### src/rtl/sq_pkg.sv
// Shared constants, state encoding and sizing helper for the iterative squarer.
package sq_pkg;

  // Default operand geometry: Q8.16 operand, Q16.16 square.
  localparam int SQ_IN_W   = 24;
  localparam int SQ_FRAC_W = 16;

  // Sequencer states.
  typedef enum logic [1:0] {
    IDLE = 2'd0,
    LOAD = 2'd1,
    RUN  = 2'd2,
    DONE = 2'd3
  } sq_state_e;

  // Width of the iteration counter for a given operand width.
  function automatic int ctr_w(input int in_w);
    return $clog2(in_w);
  endfunction

endpackage

### src/rtl/square_dp.sv
// Shift-add datapath for square_seq: holds multiplicand, multiplier and the
// 2*IN_W accumulator, performs one conditional add/shift per step, and
// presents the candidate final result (truncated, or rounded when the
// SQUARE_ROUND_EN macro is defined) computed from the post-add accumulator.
module square_dp
  import sq_pkg::*;
#(
  parameter int IN_W   = SQ_IN_W,
  parameter int FRAC_W = SQ_FRAC_W
) (
  input  logic                     clk,
  input  logic                     rst_n,
  input  logic                     load_i,
  input  logic                     step_i,
  input  logic [IN_W-1:0]          inp_num_i,
  output logic [2*IN_W-FRAC_W-1:0] res_next_o
);

  localparam int ACC_W = 2 * IN_W;
  localparam int OUT_W = 2 * IN_W - FRAC_W;

  logic [ACC_W-1:0] mcand_q, mcand_d;
  logic [IN_W-1:0]  mplier_q, mplier_d;
  logic [ACC_W-1:0] acc_q, acc_d;
  logic [ACC_W-1:0] acc_sum;

  // Accumulator value after this step's conditional add.
  always_comb begin
    acc_sum = acc_q + (mplier_q[0] ? mcand_q : {ACC_W{1'b0}});
  end

  // Next-state for the operand/accumulator registers: load wins over step.
  always_comb begin
    mcand_d  = mcand_q;
    mplier_d = mplier_q;
    acc_d    = acc_q;
    if (load_i) begin
      mcand_d  = {{IN_W{1'b0}}, inp_num_i};
      mplier_d = inp_num_i;
      acc_d    = '0;
    end else if (step_i) begin
      acc_d    = acc_sum;
      mcand_d  = mcand_q << 1;
      mplier_d = mplier_q >> 1;
    end
  end

`ifdef SQUARE_ROUND_EN
  logic [OUT_W:0] rnd_sum;

  // Round-to-nearest on the first discarded bit, saturating at all-ones.
  always_comb begin
    rnd_sum    = {1'b0, acc_sum[ACC_W-1:FRAC_W]} + {{OUT_W{1'b0}}, acc_sum[FRAC_W-1]};
    res_next_o = rnd_sum[OUT_W] ? {OUT_W{1'b1}} : rnd_sum[OUT_W-1:0];
  end
`else
  // Plain truncation of the fractional bits below the output LSB.
  always_comb begin
    res_next_o = acc_sum[ACC_W-1:FRAC_W];
  end
`endif

  // Datapath registers.
  always_ff @(posedge clk or negedge rst_n) begin
    if (!rst_n) begin
      mcand_q  <= '0;
      mplier_q <= '0;
      acc_q    <= '0;
    end else begin
      mcand_q  <= mcand_d;
      mplier_q <= mplier_d;
      acc_q    <= acc_d;
    end
  end

endmodule

### src/rtl/square_seq.sv
// Iterative shift-add fixed-point squarer: Result = (InpNum*InpNum) >> FRAC_W.
// One multiplier bit is consumed per clock; Stop rises on the IN_W-th edge
// with Start=0 after the load edge. Optional macro SQUARE_ROUND_EN selects
// round-to-nearest instead of truncation (latency unchanged).
module square_seq
  import sq_pkg::*;
#(
  parameter int IN_W   = SQ_IN_W,
  parameter int FRAC_W = SQ_FRAC_W
) (
  input  logic                     clk,
  input  logic                     rst_n,
  input  logic                     Start,
  input  logic [IN_W-1:0]          InpNum,
  output logic [2*IN_W-FRAC_W-1:0] Result,
  output logic                     Stop
);

  localparam int OUT_W = 2 * IN_W - FRAC_W;
  localparam int CTR_W = ctr_w(IN_W);
  localparam logic [CTR_W-1:0] CTR_LAST = CTR_W'(IN_W - 1);

  sq_state_e        state_q, state_d;
  logic [CTR_W-1:0] ctr_q, ctr_d;
  logic             stop_q, stop_d;
  logic [OUT_W-1:0] result_q, result_d;
  logic             load;
  logic             step;
  logic [OUT_W-1:0] res_next;

  square_dp #(
    .IN_W   (IN_W),
    .FRAC_W (FRAC_W)
  ) u_dp (
    .clk        (clk),
    .rst_n      (rst_n),
    .load_i     (load),
    .step_i     (step),
    .inp_num_i  (InpNum),
    .res_next_o (res_next)
  );

  // Next-state, counter, done flag and result capture. The edge leaving
  // LOAD already performs the first iteration, so LOAD and RUN step alike.
  always_comb begin
    state_d  = state_q;
    ctr_d    = ctr_q;
    stop_d   = stop_q;
    result_d = result_q;
    load     = 1'b0;
    step     = 1'b0;
    if (Start) begin
      state_d = LOAD;
      ctr_d   = '0;
      stop_d  = 1'b0;
      load    = 1'b1;
    end else begin
      case (state_q)
        LOAD, RUN: begin
          step  = 1'b1;
          ctr_d = ctr_q + CTR_W'(1);
          if (ctr_q == CTR_LAST) begin
            state_d  = DONE;
            stop_d   = 1'b1;
            result_d = res_next;
          end else begin
            state_d = RUN;
          end
        end
        IDLE:    state_d = IDLE;
        DONE:    state_d = DONE;
        default: state_d = IDLE;
      endcase
    end
  end

  // Sequencer registers.
  always_ff @(posedge clk or negedge rst_n) begin
    if (!rst_n) begin
      state_q  <= IDLE;
      ctr_q    <= '0;
      stop_q   <= 1'b0;
      result_q <= '0;
    end else begin
      state_q  <= state_d;
      ctr_q    <= ctr_d;
      stop_q   <= stop_d;
      result_q <= result_d;
    end
  end

  assign Result = result_q;
  assign Stop   = stop_q;

endmodule

### config.mk
export PLATFORM = sky130hd
export DESIGN_NAME = square_seq
export DESIGN_NICKNAME = d
export VERILOG_FILES = /design/src/rtl/sq_pkg.sv /design/src/rtl/square_dp.sv /design/src/rtl/square_seq.sv
export SDC_FILE = /design/constraint.sdc
export NUM_CORES = 1
export LEC_CHECK = 0
export CORE_MARGIN = 5
export CORE_UTILIZATION = 55
export CTS_CLUSTER_DIAMETER = 80
export DETAILED_ROUTE_END_ITERATION = 8
export GPL_TIMING_DRIVEN = 0
export HOLD_SLACK_MARGIN = 0.08
export PLACE_DENSITY_LB_ADDON = 0.3
export SLEW_MARGIN = 20
export SYNTH_ARGS = -nofsm -noshare
export SYNTH_HDL_FRONTEND = slang
export SYNTH_SLANG_ARGS = --single-unit
export TNS_END_PERCENT = 50
### constraint.sdc
create_clock -name clk -period 3 [get_ports clk]
set_input_delay 0.75 -clock clk [delete_from_list [all_inputs] [get_ports clk]]
set_output_delay 0.75 -clock clk [all_outputs]
set_load 0.01 [all_outputs]
# Word level (Yosys, flattened, before mapping)
# Index checks and enable logic that the tools add are counted.
[classes]
addsub = 2
eq_ne = 4
muxes = 18
bitwise = 1
n_reduce_logical = 7
[op_table]
columns = ["cell", "count"]
rows = [
  ["two-way mux 48 bit", 5],
  ["adder 48 bit", 1],
  ["two-way mux 24 bit", 2],
  ["two-way mux 5 bit", 2],
  ["two-way mux 1 bit", 7],
  ["case mux 2 bit (3 select lines)", 1],
  ["nonzero test 2 bit", 3],
  ["adder 5 x 1 -> 5 bit (second input constant)", 1],
  ["== test 5 bit (second input constant)", 1],
  ["== test 2 bit (second input constant)", 2],
  ["AND reduction 3 bit", 1],
  ["== test 2 x 1 -> 1 bit (second input constant)", 1],
  ["logical NOT 2 bit", 1],
  ["two-way mux 2 bit", 1],
  ["AND reduction 2 bit", 1],
  ["OR reduction 2 bit", 1],
  ["NOT 1 bit", 1],
]
[totals]
regBits = 160
input_bits = 27
output_inout_bits = 33
word_cells = 39

# Longest topological paths before layout
# Gate-level depths: netlist of the first run.
[logic_depth]
depth_word = 6
depth_mapped = 15
ltp_nobuf = 13

# Cells and area by module
# Synthesis of the first run repeated with hierarchy kept, for this count alone.
[hier_totals]
cells_unflattened = 1067
area_unflattened_um2 = 10218.6
[modules_own_cells]
columns = ["module", "n_inst", "cells_per_inst", "area_each_um2", "seq_area_each_um2"]
rows = [
  ["square_dp", 1, 961, 8508.2, 3002.9],
  ["square_seq", 1, 106, 1710.4, 1001.0],
]

# Least setup slack after synthesis of the first run
# No wires, ideal clock.
[synth_path]
path_type = "register to register"
from = "register u_dp.mplier_q[0]"
to = "register u_dp.acc_q[47]"
setup_time_ns = 0.078
t_arrival_ns = 3.203
required_ns = 2.922
setup_slack_ns = -0.281
path_stages_with_launch = 15
n_path_buf = 3
synth_period_minus_slack_ns = 3.281
cell_sequence = "dfrtp_1 clkbuf_1 clkbuf_1 and2_1 ha_1 buf_2 a21oi_1 o21ai_1 a21o_1 a21o_1 a221o_1 a21o_1 o211a_1 or4_1 a21oi_1"
[synth_via]
elab_chain_cells = 4
[synth_rtl]
columns = ["item", "line_no", "source"]
rows = [
  ["start, declared", "square_dp.sv:23", "logic [IN_W-1:0] mplier_q, mplier_d;"],
  ["start signal, assigned", "square_dp.sv:71", "mplier_q <= mplier_d;"],
  ["two-way mux 48 bit", "square_dp.sv:29", "acc_sum = acc_q + (mplier_q[0] ? mcand_q : {ACC_W{1'b0}});"],
  ["adder 48 bit", "square_dp.sv:29", ""],
  ["two-way mux 48 bit", "square_dp.sv:41", "end else if (step_i) begin"],
  ["two-way mux 48 bit", "square_dp.sv:37", "if (load_i) begin"],
  ["end signal, assigned", "square_dp.sv:68", "acc_q <= '0;"],
  ["end signal, assigned", "square_dp.sv:72", "acc_q <= acc_d;"],
  ["end, declared", "square_dp.sv:24", "logic [ACC_W-1:0] acc_q, acc_d;"],
]
# Every way passes these cells. The select of a mux whose other input is x is not followed.
# A chain may end at the register's enable or synchronous reset.

# Final worst setup path of the first run
# Ends and elaborated chain as after synthesis.

==> metrics.md, run 1 <==
| Metric | Value |
|---|---|
| DRT Pass-1 Iters | `5` |
| Syn avg cell area | `roughly 9 µm²` |
| WS Path Type | `register to register` |
| Vias in the first global route | `8,537` |
| Worst skew pair latency | `0.45 ns` |
| Reg2reg path depth | `14` |
| # diodes | `0` |
| Failing checks | `setup timing` |
| Post-synth top cells | `160 x dfrtp_1, 140 x nor2_1, 106 x nand2_1, 74 x and2_1, 56 x mux2i_1` |
| Num ports | `60` |
| Clock Skew | `0.0116 ns` |
| GR Overflow Total | `0` |
| Sequential element share of the synthesized area | `between 40% and 50%` |
| Pin count of the biggest net entering global routing | `89` |
| Crit path launch type | `register` |
| Yosys top cell area share | `40.5%` |
| Initial Util | `55.4%` |
| RSZ-0062 raised after global routing | `true` |
| Pwr dens | `502 mW/mm²` |
| Initial antenna violation count | `0` |
| Residual DRC count | `0` |
| Yosys reg bits | `160` |
| CTS tree | `done` |
| Max-slew headroom | `42.0%` |
| Yosys cell types | `61` |
| Fmax achieved | `0.290 GHz` |
| Worst Setup SP | `u_dp.mplier_q[0]$_DFFE_PN0P_` |
| Gr usage total | `between 20% and 30%` |
| DPL Wire Length | `18,600 µm` |
| Fin cells | `approximately 1.5k` |
| Pre-CTS setup slack | `-1.04 ns` |
| Reg clk slew, reported paths | `approximately 0.070 ns` |
| Cell area after synthesis | `0.00989 mm²` |
| Max cap viols | `0` |
| Fin crit period | `3.45 ns` |
| Worst slew pin tran | `0.870 ns` |
| Wire length of the first global-routing pass | `44,200 µm` |
| Number of synthesized flops with an enable pin | `0` |
| Total wire length | `28,000 µm` |
| Count leader, synth | `dfrtp_1` |
| Final Net Count | `approximately 1.3k` |
| DIE AREA | `0.0208 mm²` |
| Top FF cell, synth | `dfrtp_1` |
| Via/cell ratio | `slightly below 6` |
| H-tree levels | `4` |
| CP Data Arrival Time | `3.81 ns` |
| Placed insts | `1,387` |
| Post-synthesis cell type with the largest combined area | `dfrtp_1` |
| Proportion of layout cells with a drive suffix above 1 | `20.0%` |
| Setup-failing EPs final | `42` |
| Cell count after synthesis | `between 1k and 1.5k` |
| Clock Path Buffers | `2` |
| Die width | `between 100 and 150 µm` |
| Area contributors post-synth | `dfrtp_1 40%, ha_1 6.3%, mux2i_1 5.7%, nor2_1 5.3%, and2_1 4.7%` |
| Reg-to-Reg Start | `u_dp.mplier_q[0]$_DFFE_PN0P_` |
| FP Rows | `49` |
| YS warnings | `0` |
| Syn nets | `1,177` |
| Worst min path class | `input port to asynchronous set/reset pin` |
| Critical Path RT | `around 3.4 ns` |
| Core area | `0.0178 mm²` |
| Reg-to-reg setup timing slack | `-0.45 ns` |
| Final Slew Violations | `0` |
| Via count | `8,707` |
| Worst vdd ir | `between 0.4 and 0.5 mV` |
| Leak pwr | `5.85 nW` |
| Final Worst Setup Slack | `-0.446 ns` |
| Detail Route Antenna Nets | `0` |
| GP Congestion | `0.957` |
| Layout area overhead | `28.9%` |
| Status | `finished, violations left` |
| CP endpoint kind | `register` |
| Crit share post-route | `115%` |
| Ys async rst share | `100%` |
| CTS Buf Count | `17` |
| Top fanout value on the critical path | `5` |
| I/O Buffers | `58` |
| 1st-iter DRT viols | `905` |
| Chip Height | `144 µm` |
| Drt wl/cell | `19.2 µm` |
| CTS root buf | `clkbuf_16` |
| WHS | `0.305 ns` |
| Endpoints failing hold | `0` |
| Clock sink count | `160` |
==> placed cells by master (no fill, tap or decap), types with 7 or more instances in the layout <==
master	synthesis	routed
dfrtp_1	160	159
nor2_1	140	133
nand2_1	106	100
and2_1	74	66
clkdlybuf4s50_1	0	57
mux2i_1	56	56
a211oi_1	47	47
nor2b_1	49	47
buf_4	1	42
a21oi_1	53	38
clkbuf_1	51	37
ha_1	50	31
nand4_1	26	26
a21o_1	20	20
o21ai_0	33	19
inv_1	19	18
clkbuf_16	0	17
xnor2_1	25	16
xor2_1	22	16
buf_6	0	16
ha_4	0	16
a22o_1	14	14
a21oi_2	2	12
nand3_1	14	12
xnor2_2	0	9
and2_4	0	9
a21boi_2	0	7
o21ai_1	3	7
o21bai_1	7	7
o21ai_2	0	7
==> stage by stage <==
step | instance area, µm² | power, W | util [%] | TNS (ns)
3_3_place_gp | 10800 | 0.00379 | 60.8 | -850.31
4_1_cts | 12400 | 0.00628 | 69.2 | -5.09
6_report | 12700 | 0.00640 | 71.4 | -8.20
5_1_grt | 12700 | 0.00667 | 71.4 | -13.85
2_1_floorplan | 9980 | 0.00345 | - | -0.302
3_5_place_dp | 10900 | 0.00383 | 61.0 | -18.38
==> flip-flops by register name, summed over array words and instances, names as in the netlist <==
| register | count |
|---|---|
| Result | 32 |
| Stop | 1 |
| ctr_q | 5 |
| state_q | 2 |
| u_dp.acc_q | 48 |
| u_dp.mcand_q | 48 |
| u_dp.mplier_q | 24 |
==> power by group <==
group / switching, W / internal [W]
clock network: 0.000953 / 0.00131
logic: 0.000944 / 0.000744
registers: 0.000122 / 0.00232
==> cell type report <==
class	instances	area [µm²]
Clock buffer	19	433
Multi-Input combinational cell	846	6390
Inverter	19	71.3
Timing Repair Buffer	110	1040
Sequential cell	160	4010
Buffer	65	367
Tap cell	229	287
Clock inverter	11	156
Fill cell	1307	5100
==> worst max-delay path, cell delays in order (launching register included) <==
cell	delay [ns]
dfrtp_2	0.44
clkbuf_8	0.16
clkbuf_8	0.15
and2_4	0.15
ha_4	0.27
buf_6	0.11
a21o_1	0.16
a21oi_2	0.07
or4b_4	0.51
a21oi_4	0.18
nor2_4	0.06
a2111oi_4	0.43
a211oi_2	0.09
or4_1	0.44
a21oi_2	0.13
==> repair_timing <==
item,CTS,global route
hold endpoints to repair,0,0
pin swaps,28,25
hold buffers,0,0
gates cloned,1,0
buffers inserted,35,15
endpoints found under the setup margin,57,73
resized for setup,147,64
==> logic make-up after synthesis <==
| kind of cell | after synthesis | share of synthesized area (%) |
|---|---|---|
| multiplexers | 66 | 6.81 |
| buffers and inverters | 93 | 3.76 |
| AO/OA/AOI/OAI | 232 | 16.0 |
| adder cells (fa/ha/maj) | 51 | 6.53 |
| XOR/XNOR | 47 | 4.16 |
| flip-flops | 160 | 40.5 |
| AND/OR/NAND/NOR | 450 | 22.2 |
==> final timing paths <==
kind / to
min in group clk: Result[8]$_DFFE_PN0P_
worst max register to register: u_dp.acc_q[47]$_DFFE_PN0P_
worst min register to register: Result[8]$_DFFE_PN0P_
worst min-delay path: u_dp.mplier_q[13]$_DFFE_PN0P_
worst max-delay path: u_dp.acc_q[47]$_DFFE_PN0P_
max in group asynchronous: u_dp.acc_q[36]$_DFFE_PN0P_
==> layer usage <==
layer / track usage [%] / wire [µm]
met2: 43.2 / 13100
met1: 37.6 / 12300
met3: 4.73 / 1790
met4: 8.67 / 739
met5: 0 / 0
(Power assumes the default switching activity.)
==> run 2, diff against run 1 <==
CORE_MARGIN = not set   (was 5)
SKIP_CTS_REPAIR_TIMING = 1   (was not set)
==> run 2 against run 1 <==
The flow still finishes with violations (setup timing); sequential cell count stayed put; via count is 2.1% lower; final area shrank 4.2%; combinational power shrank 5%; count of clock-buffer cells in the layout decreased by 1; clock power up 4%; worst hold slack gained 0.047 ns; clock skew down 0.0031 ns.
==> metrics.md, run 2 (synthesis gave the netlist of run 1 again) <==
| Metric | Value |
|---|---|
| Crit path launch type | `register` |
| Failing checks | `setup timing` |
| Worst slew pin tran | `0.886 ns` |
| Fmax achieved | `0.272 GHz` |
| CTS tree | `done` |
| Final Net Count | `roughly 1.3k` |
| Pin count of the biggest net entering global routing | `101` |
| Wire length of the first global-routing pass | `40,100 µm` |
| GR Overflow Total | `0` |
| Reg-to-Reg Start | `u_dp.mplier_q[0]$_DFFE_PN0P_` |
| Leak pwr | `5.67 nW` |
| # diodes | `0` |
| Residual DRC count | `0` |
| WHS | `0.351 ns` |
| H-tree levels | `4` |
| Worst vdd ir | `0.447 mV` |
| CTS root buf | `clkbuf_16` |
| Placed Area | `roughly 0.011 mm²` |
| Endpoints failing hold | `0` |
| Reg2reg end | `u_dp.acc_q[47]$_DFFE_PN0P_` |
| Clock Path Buffers | `2` |
| GP Congestion | `about 0.91` |
| Num ports | `60` |
| Worst skew pair latency | `0.44 ns` |
| Drt wl/cell | `18.4 µm` |
| I/O Buffers | `58` |
| 1st-iter DRT viols | `718` |
| Via/cell ratio | `slightly below 6` |
| RSZ-0062 raised after global routing | `true` |
| Via count | `8,524` |
| FP Rows | `48` |
| Initial Util | `56.8%` |
| Core area | `between 0.015 and 0.02 mm²` |
| CP Data Arrival Time | `4.04 ns` |
| Pwr dens | `524 mW/mm²` |
| Clock Skew | `0.00850 ns` |
| Reg-to-reg setup timing slack | `-0.68 ns` |
| CTS Buf Count | `17` |
| Reg2reg path depth | `13` |
| Detail Route Antenna Nets | `0` |
| Reg clk slew, reported paths | `0.06 ns` |
| Clock sink count | `160` |
| Critical Path RT | `3.36 ns` |
| Die width | `136 µm` |
| DRT Pass-1 Iters | `6` |
| Fin crit period | `3.68 ns` |
| Final Slew Violations | `0` |
| Max-slew headroom | `a little over 40%` |
| Worst min path class | `input port to asynchronous set/reset pin` |
| Setup-failing EPs final | `30` |
| Status | `finished, violations left` |
| Initial antenna violation count | `0` |
| Layout fillers | `1,351` |
| Gr usage total | `28.0%` |
| Layout area overhead | `23.5%` |
| Most frequent cells in the layout | `159 x dfrtp_1, 135 x nor2_1, 104 x nand2_1, 70 x and2_1, 57 x clkdlybuf4s50_1` |
| DIE AREA | `0.0185 mm²` |
| Crit share post-route | `123%` |
| Chip Height | `around 140 µm` |
| DPL Wire Length | `18,200 µm` |
| Final Worst Setup Slack | `-0.681 ns` |
| WS Path Type | `register to register` |
| Final Instance Area | `0.0122 mm²` |
| Total wire length | `26,500 µm` |
| Proportion of layout cells with a drive suffix above 1 | `14.7%` |
| Vias in the first global route | `8,011` |
| Most common cell after layout, fill and taps aside | `dfrtp_1` |
| CP endpoint kind | `register` |
| Top fanout value on the critical path | `10` |
| Pre-CTS setup slack | `-0.996 ns` |
| Max cap viols | `0` |
==> run 2: cell types whose count changed in the layout (fill, tap and decap cells not counted), sizes merged <==
| cell | previous run | this run |
|---|---|---|
| clkinvlp | 3 | 2 |
| buf | 71 | 57 |
| clkinv | 1 | 8 |
| clkbuf | 66 | 63 |
| inv | 23 | 19 |
| bufinv | 3 | 4 |
==> run 2: stage by stage <==
stage	power (W)	instances	util [%]	TNS [ns]
5_1_grt	0.00665	1441	70.1	-13.19
4_1_cts	0.00616	1415	66.0	-18.33
6_report	0.00639	1441	70.1	-9.44
3_5_place_dp	0.00383	1383	62.4	-16.92
3_3_place_gp	0.00378	1382	62.2	-852.39
2_1_floorplan	0.00345	1099	-	-0.302
==> run 2: worst max-delay path: stages, from the launching register on <==
cell and delay, ns:
dfrtp_2 0.45, buf_8 0.15, buf_2 0.16, and2_1 0.15, ha_1 0.28, buf_6 0.13, nand4_1 0.14, or4b_4 0.56
a21oi_4 0.19, nor2_4 0.06, a2111oi_4 0.48, a211oi_2 0.14, or4_4 0.55, a21oi_2 0.14
==> run 2: layout make-up <==
type                       count  area, µm²  share of cell area [%]
buffer                        67        344                    2.82
inverter                      19       71.3                   0.584
clock inverter                14        190                    1.56
clock buffer                  18        439                    3.60
timing repair buffer          92        876                    7.17
tap                          225        282                    2.31
sequential                   160       4010                    32.8
multi-input combinational    846       6000                    49.2
==> run 2: worst max path at each step <==
stage	startpoint	to	cells after the start	slack, ns
floorplan	u_dp.mplier_q[0]$_DFFE_PN0P_	u_dp.acc_q[47]$_DFFE_PN0P_	14	-0.16
global placement	rst_n	u_dp.mcand_q[39]$_DFFE_PN0P_	1	-5.24
detailed placement	u_dp.mplier_q[0]$_DFFE_PN0P_	Result[25]$_DFFE_PN0P_	13	-1.0
CTS	u_dp.mplier_q[0]$_DFFE_PN0P_	Result[25]$_DFFE_PN0P_	13	-1.02
global route	u_dp.mplier_q[0]$_DFFE_PN0P_	u_dp.acc_q[47]$_DFFE_PN0P_	13	-0.76
finish	u_dp.mplier_q[0]$_DFFE_PN0P_	u_dp.acc_q[47]$_DFFE_PN0P_	13	-0.68
==> run 2: power by group <==
group | switching [W] | total (W) | leakage (nW) | internal (W)
Clock | 0.000926 | 0.00234 | 0.306 | 0.00141
Combinational | 0.000923 | 0.00161 | 3.27 | 0.000688
Sequential | 0.000121 | 0.00244 | 2.10 | 0.00232
==> run 2: routing by layer <==
layer | global-route usage [%] | share of wire [%] | up-vias
li1 | - | - | 4040
met1 | 39.9 | 46 | 4157
met2 | 44.0 | 47 | 297
met3 | 4.21 | 5.6 | 30
met4 | 7.90 | 1.6 | 0
met5 | 0 | 0 | -
